===== config.mk =====
export PLATFORM = sky130hd
export DESIGN_NAME = jtag_bitbang_master_flat
export DESIGN_NICKNAME = d
export VERILOG_FILES = /design/src/rtl/jtag_bb_pkg.sv /design/src/rtl/jtag_bitbang_master_if.sv /design/src/rtl/jtag_bb_shifter.sv /design/src/rtl/jtag_bitbang_master.sv /design/src/flat_wrapper.sv
export SDC_FILE = /design/constraint.sdc
export NUM_CORES = 1
export LEC_CHECK = 0
export CORE_UTILIZATION = 45
export CTS_CLUSTER_SIZE = 30
export DETAILED_ROUTE_END_ITERATION = 8
export PLACE_DENSITY = 0.66
export SLEW_MARGIN = 10
export SYNTH_ARGS = -nofsm -noshare
export SYNTH_HDL_FRONTEND = slang
export SYNTH_SLANG_ARGS = --single-unit

===== constraint.sdc =====
create_clock -name clk_i -period 4.4 [get_ports clk_i]
set_clock_uncertainty 0.1 [all_clocks]
set_input_delay 0.66 -clock clk_i [delete_from_list [all_inputs] [get_ports clk_i]]
set_output_delay 0.66 -clock clk_i [all_outputs]
set_load 0.05 [all_outputs]

===== src/rtl/jtag_bb_pkg.sv =====
// Shared definitions for the JTAG bit-bang master: register map, CTRL fields,
// shifter state encoding and the byte-enable helper.
package jtag_bb_pkg;

  localparam logic [2:0] OFF_CTRL = 3'd0;
  localparam logic [2:0] OFF_DIV  = 3'd1;
  localparam logic [2:0] OFF_TMS  = 3'd2;
  localparam logic [2:0] OFF_TDI  = 3'd3;
  localparam logic [2:0] OFF_TDO  = 3'd4;

  localparam int unsigned CTRL_LEN_LSB = 0;
  localparam int unsigned CTRL_LEN_W   = 6;
  localparam int unsigned CTRL_START   = 8;
  localparam int unsigned CTRL_TRST    = 9;
  localparam int unsigned CTRL_DONE    = 10;
  localparam int unsigned CTRL_BUSY    = 31;

  typedef enum logic [1:0] {
    StIdle,
    StLow,
    StHigh
  } shift_state_e;

  function automatic logic [31:0] be_mask(input logic [3:0] be);
    return {{8{be[3]}}, {8{be[2]}}, {8{be[1]}}, {8{be[0]}}};
  endfunction

endpackage


===== src/rtl/jtag_bitbang_master_if.sv =====
// Request/grant bus used by software to reach the JTAG bit-bang registers.
interface jtag_bitbang_master_if;
  logic        req;
  logic        we;
  logic [31:0] addr;
  logic [3:0]  be;
  logic [31:0] wdata;
  logic        gnt;
  logic        rvalid;
  logic [31:0] rdata;

  modport master (
    output req, we, addr, be, wdata,
    input  gnt, rvalid, rdata
  );

  modport slave (
    input  req, we, addr, be, wdata,
    output gnt, rvalid, rdata
  );
endinterface


===== src/rtl/jtag_bb_shifter.sv =====
// TCK generator and shift engine: drives TMS/TDI per bit, captures TDO on each
// rising TCK edge and pulses done after the final falling edge.
module jtag_bb_shifter
  import jtag_bb_pkg::*;
#(
  parameter int unsigned DIV_W = 16
) (
  input  logic             clk_i,
  input  logic             rst_i,
  input  logic             start_i,
  input  logic [5:0]       len_i,
  input  logic [DIV_W-1:0] div_i,
  input  logic [31:0]      tms_vec_i,
  input  logic [31:0]      tdi_vec_i,
  output logic             busy_o,
  output logic             done_o,
  output logic [31:0]      tdo_vec_o,
  output logic             jtag_tck_o,
  output logic             jtag_tms_o,
  output logic             jtag_tdi_o,
  input  logic             jtag_tdo_i
);

  shift_state_e     state_q, state_d;
  logic [DIV_W-1:0] cnt_q, cnt_d;
  logic [4:0]       n_q, n_d;
  logic [31:0]      tms_sh_q, tms_sh_d;
  logic [31:0]      tdi_sh_q, tdi_sh_d;
  logic [31:0]      tdo_q, tdo_d;
  logic             tck_q, tck_d;
  logic             tms_q, tms_d;
  logic             tdi_q, tdi_d;
  logic             done_q, done_d;

  // LEN of 0 wraps to 31 here, giving a 32-bit shift.
  logic [5:0] len_m1;
  logic [4:0] last_n;
  logic       div_hit;
  logic       unused_len;

  assign len_m1     = len_i - 6'd1;
  assign last_n     = len_m1[4:0];
  assign unused_len = len_m1[5];
  assign div_hit    = (cnt_q == div_i);

  always_comb begin
    state_d  = state_q;
    cnt_d    = cnt_q;
    n_d      = n_q;
    tms_sh_d = tms_sh_q;
    tdi_sh_d = tdi_sh_q;
    tdo_d    = tdo_q;
    tck_d    = tck_q;
    tms_d    = tms_q;
    tdi_d    = tdi_q;
    done_d   = 1'b0;

    unique case (state_q)
      StIdle: begin
        if (start_i) begin
          state_d  = StLow;
          tms_sh_d = tms_vec_i;
          tdi_sh_d = tdi_vec_i;
          tdo_d    = '0;
          n_d      = '0;
          cnt_d    = '0;
          tck_d    = 1'b0;
          tms_d    = tms_vec_i[0];
          tdi_d    = tdi_vec_i[0];
        end
      end
      StLow: begin
        if (div_hit) begin
          state_d      = StHigh;
          cnt_d        = '0;
          tck_d        = 1'b1;
          tdo_d[n_q]   = jtag_tdo_i;
        end else begin
          cnt_d = cnt_q + DIV_W'(1);
        end
      end
      StHigh: begin
        if (div_hit) begin
          cnt_d = '0;
          tck_d = 1'b0;
          if (n_q == last_n) begin
            state_d = StIdle;
            done_d  = 1'b1;
          end else begin
            state_d = StLow;
            n_d     = n_q + 5'd1;
            tms_d   = tms_sh_q[n_d];
            tdi_d   = tdi_sh_q[n_d];
          end
        end else begin
          cnt_d = cnt_q + DIV_W'(1);
        end
      end
      default: state_d = StIdle;
    endcase
  end

  always_ff @(posedge clk_i) begin
    if (rst_i) begin
      state_q  <= StIdle;
      cnt_q    <= '0;
      n_q      <= '0;
      tms_sh_q <= '0;
      tdi_sh_q <= '0;
      tdo_q    <= '0;
      tck_q    <= 1'b0;
      tms_q    <= 1'b1;
      tdi_q    <= 1'b0;
      done_q   <= 1'b0;
    end else begin
      state_q  <= state_d;
      cnt_q    <= cnt_d;
      n_q      <= n_d;
      tms_sh_q <= tms_sh_d;
      tdi_sh_q <= tdi_sh_d;
      tdo_q    <= tdo_d;
      tck_q    <= tck_d;
      tms_q    <= tms_d;
      tdi_q    <= tdi_d;
      done_q   <= done_d;
    end
  end

  assign busy_o     = (state_q != StIdle);
  assign done_o     = done_q;
  assign tdo_vec_o  = tdo_q;
  assign jtag_tck_o = tck_q;
  assign jtag_tms_o = tms_q;
  assign jtag_tdi_o = tdi_q;

endmodule


===== src/rtl/jtag_bitbang_master.sv =====
// Memory-mapped JTAG host: bus decode and register file around the shifter.
module jtag_bitbang_master
  import jtag_bb_pkg::*;
#(
  parameter int unsigned      DIV_W     = 16,
  parameter logic [DIV_W-1:0] RESET_DIV = DIV_W'(3)
) (
  input  logic                  clk_i,
  input  logic                  rst_i,
  jtag_bitbang_master_if.slave  bus,
  output logic                  jtag_tck_o,
  output logic                  jtag_tms_o,
  output logic                  jtag_tdi_o,
  output logic                  jtag_trst_no,
  input  logic                  jtag_tdo_i,
  output logic                  done_o
);

  logic [5:0]       len_q, len_d;
  logic             trst_q, trst_d;
  logic             done_flag_q, done_flag_d;
  logic [DIV_W-1:0] div_q, div_d;
  logic [31:0]      tms_q, tms_d;
  logic [31:0]      tdi_q, tdi_d;
  logic             rvalid_q;
  logic [31:0]      rdata_q, rdata_d;

  logic        busy;
  logic        shift_done;
  logic [31:0] tdo_vec;
  logic        start;
  logic [2:0]  word;
  logic        wr, rd, wr_ctrl;
  logic [31:0] mask;
  logic [31:0] ctrl_rd;
  logic        unused_addr;

  assign word        = bus.addr[4:2];
  assign wr          = bus.req & bus.we;
  assign rd          = bus.req & ~bus.we;
  assign wr_ctrl     = wr & (word == OFF_CTRL);
  assign mask        = be_mask(bus.be);
  assign unused_addr = ^{bus.addr[31:5], bus.addr[1:0]};

  assign start = wr_ctrl & bus.be[1] & bus.wdata[CTRL_START] & ~busy;

  always_comb begin
    ctrl_rd                                      = '0;
    ctrl_rd[CTRL_LEN_LSB +: CTRL_LEN_W]          = len_q;
    ctrl_rd[CTRL_TRST]                           = trst_q;
    ctrl_rd[CTRL_DONE]                           = done_flag_q;
    ctrl_rd[CTRL_BUSY]                           = busy;
  end

  always_comb begin
    len_d       = len_q;
    trst_d      = trst_q;
    done_flag_d = done_flag_q;
    div_d       = div_q;
    tms_d       = tms_q;
    tdi_d       = tdi_q;
    rdata_d     = '0;

    if (wr_ctrl && bus.be[0] && !busy) len_d = bus.wdata[CTRL_LEN_LSB +: CTRL_LEN_W];
    if (wr_ctrl && bus.be[1]) begin
      trst_d = bus.wdata[CTRL_TRST];
      if (bus.wdata[CTRL_DONE]) done_flag_d = 1'b0;
    end
    // A completion in the same cycle as a clear must leave DONE set.
    if (shift_done) done_flag_d = 1'b1;

    if (wr && !busy) begin
      case (word)
        OFF_DIV: div_d = DIV_W'((32'(div_q) & ~mask) | (bus.wdata & mask));
        OFF_TMS: tms_d = (tms_q & ~mask) | (bus.wdata & mask);
        OFF_TDI: tdi_d = (tdi_q & ~mask) | (bus.wdata & mask);
        default: ;
      endcase
    end

    if (rd) begin
      case (word)
        OFF_CTRL: rdata_d = ctrl_rd;
        OFF_DIV:  rdata_d = 32'(div_q);
        OFF_TMS:  rdata_d = tms_q;
        OFF_TDI:  rdata_d = tdi_q;
        OFF_TDO:  rdata_d = tdo_vec;
        default:  rdata_d = '0;
      endcase
    end
  end

  always_ff @(posedge clk_i) begin
    if (rst_i) begin
      len_q       <= '0;
      trst_q      <= 1'b0;
      done_flag_q <= 1'b0;
      div_q       <= RESET_DIV;
      tms_q       <= '0;
      tdi_q       <= '0;
      rvalid_q    <= 1'b0;
      rdata_q     <= '0;
    end else begin
      len_q       <= len_d;
      trst_q      <= trst_d;
      done_flag_q <= done_flag_d;
      div_q       <= div_d;
      tms_q       <= tms_d;
      tdi_q       <= tdi_d;
      rvalid_q    <= bus.req;
      rdata_q     <= rdata_d;
    end
  end

  assign bus.gnt    = bus.req;
  assign bus.rvalid = rvalid_q;
  assign bus.rdata  = rdata_q;
  assign jtag_trst_no = ~trst_q;
  assign done_o       = shift_done;

  jtag_bb_shifter #(
    .DIV_W (DIV_W)
  ) u_shifter (
    .clk_i      (clk_i),
    .rst_i      (rst_i),
    .start_i    (start),
    .len_i      (len_q),
    .div_i      (div_q),
    .tms_vec_i  (tms_q),
    .tdi_vec_i  (tdi_q),
    .busy_o     (busy),
    .done_o     (shift_done),
    .tdo_vec_o  (tdo_vec),
    .jtag_tck_o (jtag_tck_o),
    .jtag_tms_o (jtag_tms_o),
    .jtag_tdi_o (jtag_tdi_o),
    .jtag_tdo_i (jtag_tdo_i)
  );

endmodule


===== src/flat_wrapper.sv =====
// flat-port wrapper written by rule: the top's interface ports become plain ports
module jtag_bitbang_master_flat import jtag_bb_pkg::*;
#(
  parameter int unsigned      DIV_W     = 16,
  parameter logic [DIV_W-1:0] RESET_DIV = DIV_W'(3)
)
  (clk_i, rst_i, jtag_tck_o, jtag_tms_o, jtag_tdi_o, jtag_trst_no, jtag_tdo_i, done_o, bus_req, bus_we, bus_addr, bus_be, bus_wdata, bus_gnt, bus_rvalid, bus_rdata);
  jtag_bitbang_master_if bus_i ();
  input  logic clk_i;
  input  logic rst_i;
  output logic jtag_tck_o;
  output logic jtag_tms_o;
  output logic jtag_tdi_o;
  output logic jtag_trst_no;
  input  logic jtag_tdo_i;
  output logic done_o;
  input wire logic [$bits(bus_i.req)-1:0] bus_req;
  input wire logic [$bits(bus_i.we)-1:0] bus_we;
  input wire logic [$bits(bus_i.addr)-1:0] bus_addr;
  input wire logic [$bits(bus_i.be)-1:0] bus_be;
  input wire logic [$bits(bus_i.wdata)-1:0] bus_wdata;
  output wire logic [$bits(bus_i.gnt)-1:0] bus_gnt;
  output wire logic [$bits(bus_i.rvalid)-1:0] bus_rvalid;
  output wire logic [$bits(bus_i.rdata)-1:0] bus_rdata;
  assign bus_i.req = bus_req;
  assign bus_i.we = bus_we;
  assign bus_i.addr = bus_addr;
  assign bus_i.be = bus_be;
  assign bus_i.wdata = bus_wdata;
  assign bus_gnt = bus_i.gnt;
  assign bus_rvalid = bus_i.rvalid;
  assign bus_rdata = bus_i.rdata;
  jtag_bitbang_master #(.DIV_W(DIV_W), .RESET_DIV(RESET_DIV)) u_core (.clk_i(clk_i), .rst_i(rst_i), .bus(bus_i), .jtag_tck_o(jtag_tck_o), .jtag_tms_o(jtag_tms_o), .jtag_tdi_o(jtag_tdi_o), .jtag_trst_no(jtag_trst_no), .jtag_tdo_i(jtag_tdo_i), .done_o(done_o));
endmodule

## Word level (Yosys, flattened, before mapping)

Index checks and enable logic that the tools add are counted.

- Add/subtract/negate cells: 3
- $lt $le $gt $ge: 3
- Equal/unequal tests: 12
- Mux-type cells: 39
- Bitwise operators: 20
- Reductions and logical operators: 28

Operators with widths:

| kind | count |
|---|---|
| $pmux W32 S5 | 1 |
| $and A32 B32 Y32 | 3 |
| $mux W32 | 2 |
| $or A32 B32 Y32 | 2 |
| $pmux W32 S2 | 1 |
| $bwmux W32 | 1 |
| $mux W16 | 2 |
| $not A32 Y32 | 1 |
| $pmux W16 S2 | 1 |
| $mux W1 | 17 |
| $add A16 B1 Y16 const B | 1 |
| $and A16 B16 Y16 | 1 |
| $eq A16 B16 Y1 | 1 |
| $or A16 B16 Y16 | 1 |
| $mux W5 | 3 |
| $lt A5 B6 Y1 const B | 2 |
| $reduce_and A2 Y1 | 6 |
| $reduce_bool A2 Y1 | 6 |
| $bmux W1 S5 | 2 |
| $pmux W5 S2 | 1 |
| $reduce_and A4 Y1 | 2 |
| $and A1 B1 Y1 | 6 |
| $eq A3 B2 Y1 const B | 2 |
| $mux W2 | 3 |
| 23 further kinds | 37 |

- Flip-flop bits (word level): 244
- Input port bits: 73

## Logic depth before layout (Yosys ltp)

- Word-level depth: 7
- Depth in mapped cells: 10
- Gate-level depth less buffers: 8

## Cells and area by module

A second synthesis with hierarchy kept.

- Cell total of the unflattened synthesis: 1,235
- Area, all modules: 11,329.6 µm²

By module, submodules not included:

| module | times used | cells an instance | area each (µm²) | seq. area each (µm²) |
|---|---|---|---|---|
| jtag_bb_shifter | 1 | 643 | 5,800.6 | 2,462.4 |
| jtag_bitbang_master | 1 | 592 | 5,529.1 | 2,422.3 |

## Least setup slack after synthesis

Ideal clock, no wire load.

- Path type: reg2reg
- Start: register u_core.u_shifter.n_q[0]
- End: register u_core.u_shifter.tms_q (netlist: u_core.u_shifter.jtag_tms_o)
- Library setup time: 0.138 ns
- Arrival time: 2.821 ns
- Required time: 4.162 ns
- Path slack: 1.341 ns
- Cell stages (with the launch flop): 11
- Buffers on the path: 3
- Clock period less this slack: 3.059 ns
- Path through: dfxtp_1 -> clkbuf_1 -> clkinv_1 -> ha_1 -> clkbuf_1 -> buf_2 -> mux4_2 -> mux2i_1 -> nor2_1 -> a211oi_1 -> a31oi_1

- Cells in the longest elaborated chain, start to end: 6

RTL lines:

| element | line | RTL |
|---|---|---|
| from (decl) | jtag_bb_shifter.sv:26 | `logic [4:0] n_q, n_d;` |
| from (signal assigned) | jtag_bb_shifter.sv:118 | `n_q <= n_d;` |
| $add A5 B1 Y5 | jtag_bb_shifter.sv:91 | `n_d = n_q + 5'd1;` |
| $bmux W1 S5 | jtag_bb_shifter.sv:92 | `tms_d = tms_sh_q[n_d];` |
| $mux W1 (not written as such) | jtag_bb_shifter.sv:92 |  |
| $mux W1 | jtag_bb_shifter.sv:86 | `if (n_q == last_n) begin` |
| $mux W1 | jtag_bb_shifter.sv:83 | `if (div_hit) begin` |
| $pmux W1 S2 | jtag_bb_shifter.sv:58 | `unique case (state_q)` |
| to (signal assigned) | jtag_bb_shifter.sv:123 | `tms_q <= tms_d;` |
| to (decl) | jtag_bb_shifter.sv:31 | `logic tms_q, tms_d;` |

Parallel ways exist; a longest one is shown, timed or not. The select of a mux whose other input is x is not followed.
A chain may end at the register's enable or synchronous reset.

## Final worst setup path

- Start: input bus_addr[3]
- End: register u_core.u_shifter.tdo_q[1] (netlist: u_core.u_shifter.tdo_vec_o[1])

- Cells in the longest elaborated chain, start to end: 7

RTL lines:

| element | line | RTL |
|---|---|---|
| from (decl) | flat_wrapper.sv:19 | `input wire logic [$bits(bus_i.addr)-1:0] bus_addr;` |
| $logic_not A3 Y1 | jtag_bitbang_master.sv:41 | `assign wr_ctrl = wr & (word == OFF_CTRL);` |
| $and A1 B1 Y1 | jtag_bitbang_master.sv:41 |  |
| $and A1 B1 Y1 (3 in a row) | jtag_bitbang_master.sv:45 | `assign start = wr_ctrl & bus.be[1] & bus.wdata[CTRL_START] & ~busy;` |
| $ne A2 B1 Y1 (no source line) | -- |  |
| $reduce_and A3 Y1 (no source line) | -- |  |
| to (signal assigned) | jtag_bb_shifter.sv:121 | `tdo_q <= tdo_d;` |
| to (decl) | jtag_bb_shifter.sv:29 | `logic [31:0] tdo_q, tdo_d;` |

Every way passes these cells.

==> impl_metrics.env <==
export IMPL_critPathCaptureType="flop"
export IMPL_drc=0
export IMPL_fin_worst_hold_slack_ns=0.348
export IMPL_async_flop_share_pct=0
export IMPL_cp_required_ns=4.70
export IMPL_post_cts_buffers=0
export IMPL_yosysMostFrequentCell="dfxtp_1"
export IMPL_cap_violations=0
export IMPL_gp_congestion=0.868
export IMPL_holdCritPathClass="flop to flop"
export IMPL_drt_iter0_markers=698
export IMPL_postSynthCellCount=1225
export IMPL_cts_root_buf="clkbuf_16"
export IMPL_path_max_fanout=8
export IMPL_dr_pass1_iters=7
export IMPL_num_antenna_cells=0
export IMPL_fin_tns_setup_ns=0
export IMPL_power_density_nw_per_um2=373
export IMPL_critPathKind="input pin to flop"
export IMPL_place_ws_ns=0.763
export IMPL_tightest_slew_ns=1.18
export IMPL_die_y_um=155
export IMPL_finalCriticalPeriod_ns=3.16
export IMPL_cts_max_path_buffers=3
export IMPL_dieArea_um2=24000
export IMPL_dp_cells=1556
export IMPL_ctsHoldBuffers=0
export IMPL_cp_num_buf_inv=2
export IMPL_yosys_warnings=0
export IMPL_hold_viol=0
export IMPL_portBuffers=82
export IMPL_synthFlopType="dfxtp_1"
export IMPL_wirelength_mm=29.0
export IMPL_post_cts_resize_count=0
export IMPL_ys_top_cells_by_count="244 x dfxtp_1, 187 x nand2_1, 160 x a21oi_1"
export IMPL_cp_cell_sequence="clkdlybuf4s50_1, buf_4, nor2_1, nand4_1, o21ai_1, nand3_1, o21ai_0, a21oi_1"
export IMPL_cts_tree="done"
export IMPL_p_total_mw=4.64
export IMPL_rows=55
export IMPL_max_stage_delay_ns=0.59
export IMPL_numClockSinks=244
export IMPL_viasPerCell=5.61
export IMPL_grt_antenna_before_repair=0
export IMPL_h_tree_depth=1
export IMPL_finalSetupViolations=0
export IMPL_grt_start_max_net_pins=74
export IMPL_worstHoldStart="u_core.u_shifter.tdi_sh_q[13]"
export IMPL_cp_top_family="simple AND/OR/NAND/NOR gates"
export IMPL_cts_buffers=27
export IMPL_startpoint_type="input pin"
export IMPL_slowest_stage="clkdlybuf4s50_1"
export IMPL_ioPinCount=112
export IMPL_worstReg2RegStart="u_core.u_shifter.state_q[1]"
export IMPL_stdcell_count=1602
export IMPL_status="finished, final reports clean"
export IMPL_ant_nets=0
export IMPL_clk_latency_ns=0.53
export IMPL_num_vias=8981
export IMPL_ys_seq_elements=244
export IMPL_crit_path_start="bus_addr[3]"
export IMPL_p_leak_nw=4.40
export IMPL_ys_types=51
export IMPL_period_share_pct=71.7
export IMPL_die_x_um=155
export IMPL_slew_viol_final=0
export IMPL_yosysTopAreaCell="dfxtp_1"
export IMPL_track_usage_pct=24.2
export IMPL_wl_per_cell_um=18.1
export IMPL_syn_nets=1308
export IMPL_area_growth_pct=18.2
export IMPL_dp_final_hpwl_mm=20.2
export IMPL_arrival_ns=3.46
export IMPL_grt_pass1_vias=8185
export IMPL_vdd_drop_max_v=0.000231
export IMPL_gr_total_overflow=0
export IMPL_synth_area_per_cell_um2=8.58
export IMPL_synth_edff_count=0
export IMPL_rsz0062_at_grt="no"
export IMPL_slew_headroom_pct=21.3
export IMPL_start_util_pct=46.1
export IMPL_synth_area_leaders="dfxtp_1 46%, a21oi_1 7.6%, mux2i_1 7.5%, nand2_1 6.7%, nor2_1 5.1%"
export IMPL_synth_cell_area_um2=10500
export IMPL_grt_pass1_wl_mm=45.9
export IMPL_setup_ws_ns=1.24
export IMPL_drive_above_1_share_pct=6.75
export IMPL_synth_top_area_share_pct=46.5
export IMPL_fmax_mhz=317
export IMPL_synth_seq_area_share_pct=46.5
export IMPL_core_area_um2=22800
export IMPL_nets=1355
export IMPL_clk_pin_slew_ns=0.06
[per-stage QoR]
stage | cell area, um2 | utilization, %
after global placement | 11600 | 50.8
after CTS | 12400 | 54.5
final | 12400 | 54.5
after detailed placement | 11600 | 50.8
after floorplan | 10500 | -
after global routing | 12400 | 54.5
[kinds of logic (layout without fill, tap and decap cells)]
logic type,Yosys count,after routing,share of synthesized area [%]
buffers and inverters,101,165,3.79
AND/OR/NAND/NOR,487,487,20.2
flip-flops,244,244,46.5
multiplexers,101,101,11.9
AO/OA/AOI/OAI,243,243,13.0
XOR/XNOR,39,39,3.38
adder cells (fa/ha/maj),10,10,1.19
[report_power, final]
group	switching (mW)	leakage (nW)	internal, mW
registers	0.00957	1.97	2.22
clock network	0.881	0.423	1.30
logic	0.147	2.01	0.0809
[worst min-delay path: cells and delay by family (launching register included)]
kind	cells	cell delay (ns)
DFF	1	0.31
AOI/OAI and AO/OA	1	0.05
and+or+nand+nor	1	0.05
[layer usage]
metal	GRT usage, %	routed length [um]
met5	0	0
met4	5.56	437
met3	3.39	2140
met2	37.5	13000
met1	35.6	13400
[cells in the final DEF, fill, tap and decap left out, drive strengths merged, types with 2 or more instances in the layout]
cell,netlist,final
o21ai,40,40
clkbuf,68,41
mux2i,79,79
nor3b,2,2
xor2,11,11
a31oi,2,2
nor4,3,3
nor2,144,144
a211oi,2,2
nand4,10,10
a221oi,11,11
dfxtp,244,244
nand3,87,87
and3,8,8
a41o,2,2
buf,14,19
and2,2,2
mux4,19,19
nand2,187,187
ha,10,10
xnor2,27,27
nor3,18,18
a21oi,160,160
inv,15,16
o22ai,4,4
nand2b,4,4
clkinv,4,7
or4,2,2
nor2b,9,9
a21o,3,3
nand3b,3,3
clkdlybuf4s50,0,81
a2111oi,2,2
mux2,3,3
and4,4,4
o31ai,2,2
a22oi,11,11
[final timing paths]
path                                   endpoint  slack (ns)  depth (start not counted)
setup / recovery  u_core.u_shifter.tdo_vec_o[1]        1.24                          8
hold / removal    u_core.u_shifter.tdi_sh_q[13]        0.35                          2
setup reg to reg  u_core.u_shifter.tdo_vec_o[1]        1.50                          8
hold reg to reg   u_core.u_shifter.tdi_sh_q[13]        0.35                          2
[cell type report]
| type | count | area (um2) |
|---|---|---|
| clock buffers | 41 | 798 |
| flip-flops and latches | 244 | 4880 |
| multi-input cells | 880 | 5240 |
| fillers | 2103 | 10400 |
| well taps | 313 | 392 |
| clock inverters | 5 | 56.3 |
| repair buffers | 100 | 978 |
| inverters | 19 | 71.3 |
No activity file was read; power rests on OpenSTA's default activity.
